File: config.mk
export PLATFORM = sky130hd
export DESIGN_NAME = hp_port_arbiter
export DESIGN_NICKNAME = d
export VERILOG_FILES = /design/src/rtl/hp_port_arbiter.sv
export SDC_FILE = /design/constraint.sdc
export NUM_CORES = 1
export LEC_CHECK = 0
export ABC_AREA = 1
export BUFFER_PORTS_ARGS = -buffer_cell sky130_fd_sc_hd__buf_4
export CAP_MARGIN = 25
export CORE_AREA = 2 2 318 320
export DETAILED_ROUTE_END_ITERATION = 12
export DIE_AREA = 0 0 320 322
export PLACE_DENSITY = 0.3
export SKIP_LAST_GASP = 1
export SYNTH_ARGS = -nofsm -noshare
export SYNTH_HDL_FRONTEND = slang
export SYNTH_SLANG_ARGS = --single-unit
File: constraint.sdc
create_clock -name clk -period 1.2 [get_ports clk]
set_input_delay 0.12 -clock clk [delete_from_list [all_inputs] [get_ports clk]]
set_output_delay 0.12 -clock clk [all_outputs]
set_load 0.02 [all_outputs]
File: src/rtl/hp_port_arbiter.sv
// Two-master AXI4 arbiter onto the shared Zynq HP slave port. Read and write channels are arbitrated independently, round-robin, one burst each.
// Optional master-0 DRAM window remap is enabled with `define HP_ARB_REMAP_EN.
module hp_port_arbiter #(
  parameter int unsigned ID_W   = 6,
  parameter int unsigned DATA_W = 64
) (
  input  logic                clk,
  input  logic                reset_n,
  // master 0 (Rocket)
  input  logic                m0_ar_valid,
  input  logic [31:0]         m0_ar_addr,
  input  logic [ID_W-1:0]     m0_ar_id,
  input  logic [7:0]          m0_ar_len,
  input  logic [2:0]          m0_ar_size,
  input  logic [1:0]          m0_ar_burst,
  output logic                m0_ar_ready,
  output logic                m0_r_valid,
  output logic [DATA_W-1:0]   m0_r_data,
  output logic [ID_W-1:0]     m0_r_id,
  output logic [1:0]          m0_r_resp,
  output logic                m0_r_last,
  input  logic                m0_r_ready,
  input  logic                m0_aw_valid,
  input  logic [31:0]         m0_aw_addr,
  input  logic [ID_W-1:0]     m0_aw_id,
  input  logic [7:0]          m0_aw_len,
  input  logic [2:0]          m0_aw_size,
  input  logic [1:0]          m0_aw_burst,
  output logic                m0_aw_ready,
  input  logic                m0_w_valid,
  input  logic [DATA_W-1:0]   m0_w_data,
  input  logic [DATA_W/8-1:0] m0_w_strb,
  input  logic                m0_w_last,
  output logic                m0_w_ready,
  output logic                m0_b_valid,
  output logic [ID_W-1:0]     m0_b_id,
  output logic [1:0]          m0_b_resp,
  input  logic                m0_b_ready,
  // master 1 (VDMA)
  input  logic                m1_ar_valid,
  input  logic [31:0]         m1_ar_addr,
  input  logic [ID_W-1:0]     m1_ar_id,
  input  logic [7:0]          m1_ar_len,
  input  logic [2:0]          m1_ar_size,
  input  logic [1:0]          m1_ar_burst,
  output logic                m1_ar_ready,
  output logic                m1_r_valid,
  output logic [DATA_W-1:0]   m1_r_data,
  output logic [ID_W-1:0]     m1_r_id,
  output logic [1:0]          m1_r_resp,
  output logic                m1_r_last,
  input  logic                m1_r_ready,
  input  logic                m1_aw_valid,
  input  logic [31:0]         m1_aw_addr,
  input  logic [ID_W-1:0]     m1_aw_id,
  input  logic [7:0]          m1_aw_len,
  input  logic [2:0]          m1_aw_size,
  input  logic [1:0]          m1_aw_burst,
  output logic                m1_aw_ready,
  input  logic                m1_w_valid,
  input  logic [DATA_W-1:0]   m1_w_data,
  input  logic [DATA_W/8-1:0] m1_w_strb,
  input  logic                m1_w_last,
  output logic                m1_w_ready,
  output logic                m1_b_valid,
  output logic [ID_W-1:0]     m1_b_id,
  output logic [1:0]          m1_b_resp,
  input  logic                m1_b_ready,
  // HP slave port
  output logic                s_ar_valid,
  output logic [31:0]         s_ar_addr,
  output logic [ID_W-1:0]     s_ar_id,
  output logic [7:0]          s_ar_len,
  output logic [2:0]          s_ar_size,
  output logic [1:0]          s_ar_burst,
  output logic [3:0]          s_ar_cache,
  output logic [2:0]          s_ar_prot,
  output logic [3:0]          s_ar_qos,
  output logic                s_ar_lock,
  input  logic                s_ar_ready,
  input  logic                s_r_valid,
  input  logic [DATA_W-1:0]   s_r_data,
  input  logic [ID_W-1:0]     s_r_id,
  input  logic [1:0]          s_r_resp,
  input  logic                s_r_last,
  output logic                s_r_ready,
  output logic                s_aw_valid,
  output logic [31:0]         s_aw_addr,
  output logic [ID_W-1:0]     s_aw_id,
  output logic [7:0]          s_aw_len,
  output logic [2:0]          s_aw_size,
  output logic [1:0]          s_aw_burst,
  output logic [3:0]          s_aw_cache,
  output logic [2:0]          s_aw_prot,
  output logic [3:0]          s_aw_qos,
  output logic                s_aw_lock,
  input  logic                s_aw_ready,
  output logic                s_w_valid,
  output logic [DATA_W-1:0]   s_w_data,
  output logic [DATA_W/8-1:0] s_w_strb,
  output logic                s_w_last,
  input  logic                s_w_ready,
  input  logic                s_b_valid,
  input  logic [ID_W-1:0]     s_b_id,
  input  logic [1:0]          s_b_resp,
  output logic                s_b_ready,
  // debug
  output logic                rd_owner,
  output logic                wr_owner
);

  typedef enum logic [1:0] {RD_IDLE, RD_ADDR, RD_DATA} rd_state_e;
  typedef enum logic [1:0] {WR_IDLE, WR_ADDR, WR_DATA, WR_RESP} wr_state_e;

  rd_state_e rd_state_q, rd_state_d;
  wr_state_e wr_state_q, wr_state_d;
  logic      rd_owner_q, rd_owner_d, rd_ptr_q, rd_ptr_d;
  logic      wr_owner_q, wr_owner_d, wr_ptr_q, wr_ptr_d;

  function automatic logic [31:0] m0_remap(input logic [31:0] a);
`ifdef HP_ARB_REMAP_EN
    m0_remap = (a[31:28] == 4'd2) ? {4'd4, a[27:0]} : {4'd1, a[27:0]};
`else
    m0_remap = a;
`endif
  endfunction

  // Round-robin: with both requesting the pointer wins, a lone requester always wins.
  always_comb begin
    rd_state_d = rd_state_q;
    rd_owner_d = rd_owner_q;
    rd_ptr_d   = rd_ptr_q;
    unique case (rd_state_q)
      RD_IDLE: if (m0_ar_valid || m1_ar_valid) begin
        rd_owner_d = (m0_ar_valid && m1_ar_valid) ? rd_ptr_q : m1_ar_valid;
        rd_state_d = RD_ADDR;
      end
      RD_ADDR: if (s_ar_valid && s_ar_ready) rd_state_d = RD_DATA;
      RD_DATA: if (s_r_valid && s_r_ready && s_r_last) begin
        rd_state_d = RD_IDLE;
        rd_ptr_d   = ~rd_owner_q;
      end
      default: rd_state_d = RD_IDLE;
    endcase
  end

  always_comb begin
    wr_state_d = wr_state_q;
    wr_owner_d = wr_owner_q;
    wr_ptr_d   = wr_ptr_q;
    unique case (wr_state_q)
      WR_IDLE: if (m0_aw_valid || m1_aw_valid) begin
        wr_owner_d = (m0_aw_valid && m1_aw_valid) ? wr_ptr_q : m1_aw_valid;
        wr_state_d = WR_ADDR;
      end
      WR_ADDR: if (s_aw_valid && s_aw_ready) wr_state_d = WR_DATA;
      WR_DATA: if (s_w_valid && s_w_ready && s_w_last) wr_state_d = WR_RESP;
      WR_RESP: if (s_b_valid && s_b_ready) begin
        wr_state_d = WR_IDLE;
        wr_ptr_d   = ~wr_owner_q;
      end
      default: wr_state_d = WR_IDLE;
    endcase
  end

  always_ff @(posedge clk or negedge reset_n) begin
    if (!reset_n) begin
      rd_state_q <= RD_IDLE;
      rd_owner_q <= 1'b0;
      rd_ptr_q   <= 1'b0;
      wr_state_q <= WR_IDLE;
      wr_owner_q <= 1'b0;
      wr_ptr_q   <= 1'b0;
    end else begin
      rd_state_q <= rd_state_d;
      rd_owner_q <= rd_owner_d;
      rd_ptr_q   <= rd_ptr_d;
      wr_state_q <= wr_state_d;
      wr_owner_q <= wr_owner_d;
      wr_ptr_q   <= wr_ptr_d;
    end
  end

  logic rd_addr_ph, rd_data_ph, wr_addr_ph, wr_data_ph, wr_resp_ph;
  assign rd_addr_ph = (rd_state_q == RD_ADDR);
  assign rd_data_ph = (rd_state_q == RD_DATA);
  assign wr_addr_ph = (wr_state_q == WR_ADDR);
  assign wr_data_ph = (wr_state_q == WR_DATA);
  assign wr_resp_ph = (wr_state_q == WR_RESP);

  assign rd_owner = rd_owner_q;
  assign wr_owner = wr_owner_q;

  // Read address: granted AR forwarded combinationally while in ADDR.
  assign s_ar_valid  = rd_addr_ph && (rd_owner_q ? m1_ar_valid : m0_ar_valid);
  assign s_ar_addr   = rd_owner_q ? m1_ar_addr  : m0_remap(m0_ar_addr);
  assign s_ar_id     = rd_owner_q ? m1_ar_id    : m0_ar_id;
  assign s_ar_len    = rd_owner_q ? m1_ar_len   : m0_ar_len;
  assign s_ar_size   = rd_owner_q ? m1_ar_size  : m0_ar_size;
  assign s_ar_burst  = rd_owner_q ? m1_ar_burst : m0_ar_burst;
  assign s_ar_cache  = 4'b0011;
  assign s_ar_prot   = '0;
  assign s_ar_qos    = '0;
  assign s_ar_lock   = 1'b0;
  assign m0_ar_ready = rd_addr_ph && !rd_owner_q && s_ar_ready;
  assign m1_ar_ready = rd_addr_ph &&  rd_owner_q && s_ar_ready;

  // Read data: payload broadcast, valid/ready gated by the grant.
  assign m0_r_valid = rd_data_ph && !rd_owner_q && s_r_valid;
  assign m1_r_valid = rd_data_ph &&  rd_owner_q && s_r_valid;
  assign m0_r_data  = s_r_data;
  assign m1_r_data  = s_r_data;
  assign m0_r_id    = s_r_id;
  assign m1_r_id    = s_r_id;
  assign m0_r_resp  = s_r_resp;
  assign m1_r_resp  = s_r_resp;
  assign m0_r_last  = s_r_last;
  assign m1_r_last  = s_r_last;
  assign s_r_ready  = rd_data_ph && (rd_owner_q ? m1_r_ready : m0_r_ready);

  assign s_aw_valid  = wr_addr_ph && (wr_owner_q ? m1_aw_valid : m0_aw_valid);
  assign s_aw_addr   = wr_owner_q ? m1_aw_addr  : m0_remap(m0_aw_addr);
  assign s_aw_id     = wr_owner_q ? m1_aw_id    : m0_aw_id;
  assign s_aw_len    = wr_owner_q ? m1_aw_len   : m0_aw_len;
  assign s_aw_size   = wr_owner_q ? m1_aw_size  : m0_aw_size;
  assign s_aw_burst  = wr_owner_q ? m1_aw_burst : m0_aw_burst;
  assign s_aw_cache  = 4'b0011;
  assign s_aw_prot   = '0;
  assign s_aw_qos    = '0;
  assign s_aw_lock   = 1'b0;
  assign m0_aw_ready = wr_addr_ph && !wr_owner_q && s_aw_ready;
  assign m1_aw_ready = wr_addr_ph &&  wr_owner_q && s_aw_ready;

  assign s_w_valid  = wr_data_ph && (wr_owner_q ? m1_w_valid : m0_w_valid);
  assign s_w_data   = wr_owner_q ? m1_w_data : m0_w_data;
  assign s_w_strb   = wr_owner_q ? m1_w_strb : m0_w_strb;
  assign s_w_last   = wr_owner_q ? m1_w_last : m0_w_last;
  assign m0_w_ready = wr_data_ph && !wr_owner_q && s_w_ready;
  assign m1_w_ready = wr_data_ph &&  wr_owner_q && s_w_ready;

  assign m0_b_valid = wr_resp_ph && !wr_owner_q && s_b_valid;
  assign m1_b_valid = wr_resp_ph &&  wr_owner_q && s_b_valid;
  assign m0_b_id    = s_b_id;
  assign m1_b_id    = s_b_id;
  assign m0_b_resp  = s_b_resp;
  assign m1_b_resp  = s_b_resp;
  assign s_b_ready  = wr_resp_ph && (wr_owner_q ? m1_b_ready : m0_b_ready);

endmodule

Word level (Yosys, flattened, before mapping)
Cells that the tools add are included.
- register bits after elaboration: 8
- bits of input ports: 448
- output and inout bits: 378
- word-level logic and storage cells: 95
- eq/ne operators: 12
- multiplexer cells: 29
- bitwise logic cells: 2
- reduce and logical (&&, ||, !) cells: 46
- operator list (kind ; number):
    $mux W32 ; 2
    $mux W64 ; 1
    $logic_and A1 B1 Y1 ; 34
    $mux W8 ; 3
    $mux W2 ; 9
    $mux W6 ; 2
    $ne A2 B1 Y1 const B ; 5
    $mux W1 ; 8
    $pmux W2 S4 ; 1
    $reduce_and A2 Y1 ; 4
    $eq A2 B2 Y1 const B ; 3
    $mux W3 ; 2
    $pmux W2 S3 ; 1
    $eq A2 B1 Y1 const B ; 2
    $logic_not A2 Y1 ; 2
    $ne A2 B2 Y1 const B ; 2
    $reduce_and A4 Y1 ; 1
    $reduce_and A3 Y1 ; 1
    $logic_not A1 Y1 ; 2
    $logic_or A1 B1 Y1 ; 2
    $not A1 Y1 ; 2

Longest topological paths before layout
- word-level depth: 6
- gate-level depth with buffers: 9
- gate-level depth less buffers: 8

Worst setup path before layout
Ideal clock, no wire load.
- kind: reg-to-output
- from: reg wr_owner_q, in the netlist wr_owner
- to: out m1_aw_ready
- data arrival time: 1405 ps
- required time: 1080 ps
- setup slack: -325 ps
- stages on the path, launching flop included: 6
- path buffers: 3
- cells stage by stage: dfrtp_1 -> buf_6 -> inv_4 -> buf_6 -> buf_6 -> nor3_1
- cells in the longest elaborated chain, start to end: 2
- ends and longest elaborated chain (item ; RTL line ; RTL):
    from (decl) ; 118 ; logic wr_owner_q, wr_owner_d, wr_ptr_q, wr_ptr_d;
    from (signal assigned) ; 179 ; wr_owner_q <= wr_owner_d;
    $logic_and A1 B1 Y1 (2 in a row) ; 232 ; assign m1_aw_ready = wr_addr_ph && wr_owner_q && s_aw_ready;
    to (decl) ; 59 ; output logic m1_aw_ready,
Every way passes these cells.

Worst setup path in the final report
- from: reg wr_owner_q, in the netlist wr_owner
- to: out s_aw_len[5]
- cells in the longest elaborated chain, start to end: 1
- ends and longest elaborated chain (item ; RTL line ; RTL):
    $mux W8 ; 224 ; assign s_aw_len = wr_owner_q ? m1_aw_len : m0_aw_len;
    to (decl) ; 90 ; output logic [7:0] s_aw_len,
Every way passes these cells.

==> results.sh <==
export IMPL_hold_viol=0
export IMPL_sw_frac_of_total_pct=55.19
export IMPL_critPathArrivalTime_ns=1.58
export IMPL_finalClockSkew_ns=0.0003556
export IMPL_die_height_um=322
export IMPL_ios=826
export IMPL_async_reset_ff_share_pct=100.0
export IMPL_grt_overflow=0
export IMPL_dpl_worst_slack_ns=-0.3829
export IMPL_yosys_area_top_type_share_pct=47.84
export IMPL_grt_antenna_before_repair=19
export IMPL_portBuffers=561
export IMPL_netlist_top_cells_area="nand2_1 48%, buf_4 33%, dfrtp_1 4.7%"
export IMPL_synth_avg_cell_area_um2=5.022
export IMPL_grt_pass1_wl_um=65920
export IMPL_htree_levels=1
export IMPL_n_fill_cell=11740
export IMPL_ys_warn_count=0
export IMPL_fin_nets=1739
export IMPL_setup_slack_ns=-0.5035
export IMPL_grt_pass1_vias=6712
export IMPL_synth_ff_type="dfrtp_1"
export IMPL_syn_to_final_growth_pct=150.9
export IMPL_vias_per_cell=2.601
export IMPL_cp_startpoint="wr_owner"
export IMPL_setup_violations=198
export IMPL_synth_cell_area_um2=4284
export IMPL_place_area_um2=9360
export IMPL_place_congestion=0.8037
export IMPL_path_class="reg -> out"
export IMPL_ant_nets=0
export IMPL_synth_cell_type_count=22
export IMPL_period_minus_slack_ns=1.703
export IMPL_hold_path_class="in -> reg"
export IMPL_cts_inserted_buffers=3
export IMPL_start_util_pct=4.303
export IMPL_seqPwrFrac_pct=2.7
export IMPL_r2r_start="wr_owner"
export IMPL_clk_path_buf_depth=2
export IMPL_routed_wl_um=55280
export IMPL_cp_max_fo=10
export IMPL_cap_violations=0
export IMPL_grt_usage_pct=9.647
export IMPL_worstHoldStart="s_ar_ready"
export IMPL_wl_per_cell_um=21.40
export IMPL_synth_top_family_by_area="simple AND/OR/NAND/NOR gates"
export IMPL_num_vias=6719
export IMPL_path_clk_slew_ns=0.04
export IMPL_cts_tree="built"
export IMPL_fmax_mhz=587.0
export IMPL_final_setup_tns_ns=-73.26
export IMPL_rsz0062_at_grt="true"
export IMPL_p_leak_nw=5.482
export IMPL_power_density_nw_per_um2=1957
export IMPL_violations="setup timing"
export IMPL_finalCritPeriodShare_pct=142.0
export IMPL_finish_instance_area_um2=10750
export IMPL_critPathLaunchType="flop"
export IMPL_status="finished, violations left"
export IMPL_synth_adder_area_share_pct=1.460
export IMPL_synth_compound_area_share_pct=1.840
export IMPL_synth_xor_area_share_pct=0
export IMPL_num_rows=116
export IMPL_synth_seq_cells=8
export IMPL_drive_above_1_share_pct=64.80
export IMPL_seq_area_frac_synth_pct=4.673
export IMPL_coreArea_um2=99570
export IMPL_synth_edf_count=0
export IMPL_root_buffer="clkbuf_16"
export IMPL_fin_hold_ws_ns=0.1347
export IMPL_synth_top_area_cell="nand2_1"
export IMPL_dpl_hpwl_um=48360
export IMPL_combPwrFrac_pct=94.5
export IMPL_end_kind="primary output"
export IMPL_slew_violations=0
export IMPL_internal_power_mw=9.426
export IMPL_dieWidth_um=320
export IMPL_first_pass_iters=4
export IMPL_synthCells=853
export IMPL_switchingPower_mw=11.61
export IMPL_insertion_delay_ns=0.23
export IMPL_peakVddDrop_mv=0.5034
export IMPL_dr_first_iter_drc_count=178
export IMPL_reg2reg_slack_ns=-0.32
export IMPL_p_clk_share_pct=2.8
export IMPL_grt_max_degree=39
export IMPL_synth_area_mux_share_pct=0
export IMPL_cts_sinks=8
export IMPL_total_power_mw=21.03
export IMPL_required_ns=1.08
export IMPL_die_area_um2=103000
export IMPL_synth_simple_gate_area_share_pct=51.34
export IMPL_drc=0
stage by stage:
step,util [%],std cells
2_1_floorplan,-,875
3_3_place_gp,9.401,2538
3_5_place_dp,9.401,2538
4_1_cts,9.779,2552
5_1_grt,10.79,2582
6_report,10.79,2583
Yosys cell counts (all sizes together) (4+ instances only):
master  number
a21oi        4
buf        227
dfrtp        8
ha           5
inv         22
nand2      546
nand3        7
nor2         6
nor3        11
o21ai        7
placed cells by master (no fill, tap or decap), types with 3 or more instances in the layout:
master	synthesis	final
nand2_2	0	148
buf_4	188	516
o21ai_0	4	4
buf_8	0	5
nand2_1	546	382
buf_12	0	16
buf_16	0	4
dfrtp_1	8	6
nand3_1	7	5
buf_6	7	74
nor2_1	6	3
nand2_4	0	14
clkbuf_16	0	16
conb_1	2	24
nor3_4	0	7
nor2_2	0	3
inv_1	21	16
inv_2	0	3
nor3_2	0	3
cell families (layout without fill, tap and decap cells):
kind of cell | Yosys count | after routing
AO/OA/AOI/OAI | 13 | 13
AND/OR/NAND/NOR | 576 | 576
buffers and inverters | 249 | 658
adder cells (fa/ha/maj) | 5 | 5
flip-flops | 8 | 8
other | 2 | 25
final cells by class:
class                           count  area, um^2  share of cell area (%)
Timing Repair Buffer              631        5613                   52.22
Timing Repair inverter              2       27.53                  0.2561
Antenna cell                        1       2.502                 0.02328
Clock buffer                        3       75.07                  0.6985
Multi-Input combinational cell    618        3094                   28.79
Inverter                           22       106.4                  0.9895
Sequential cell                     8       205.2                   1.909
Tap cell                         1298        1624                   15.11
state kept, by name, summed over array words and instances (netlist names):
name	flops
wr_ptr_q	1
wr_state_q	2
rd_owner	1
rd_state_q	2
rd_ptr_q	1
wr_owner	1
final timing paths:
kind,endpoint,cells past startpoint
worst max-delay path,s_aw_len[5],6
worst min-delay path,rd_state_q[1],3
worst max register to register,wr_state_q[1],9
worst min register to register,rd_ptr_q,2
max in group asynchronous,wr_owner,2
min in group asynchronous,rd_owner,2
critical path: stages, from the launching register on:
cell,delay [ns]
dfrtp_4,0.50
buf_12,0.16
clkbuf_16,0.18
clkbuf_16,0.18
nand2_1,0.08
nand2_2,0.05
buf_4,0.18
routing by layer:
metal / routed length, um / global-route usage, %
met1: 19360 / 10.18
met2: 26420 / 16.22
met3: 8951 / 7.099
met4: 371 / 0.3130
met5: 176 / 0
power groups by stage:
stage	clock network (mW)	logic [mW]	registers [mW]
floorplan	0	8.89	0.534
global placement	0	16.7	0.547
detailed placement	0	16.6	0.543
CTS	0.598	17.6	0.612
global route	0.627	21.5	0.594
finish	0.580	19.9	0.570
timing repair:
| item | in CTS | in global routing |
|---|---|---|
| cloned | 4 | 17 |
| buffers inserted | 6 | 16 |
| hold buffers | 1 | 0 |
| gates resized for setup | 27 | 149 |
| endpoints found under the hold margin | 8 | 0 |
| pin swaps | 2 | 12 |
| setup endpoints to repair | 198 | 198 |
(Power assumes the default switching activity.)
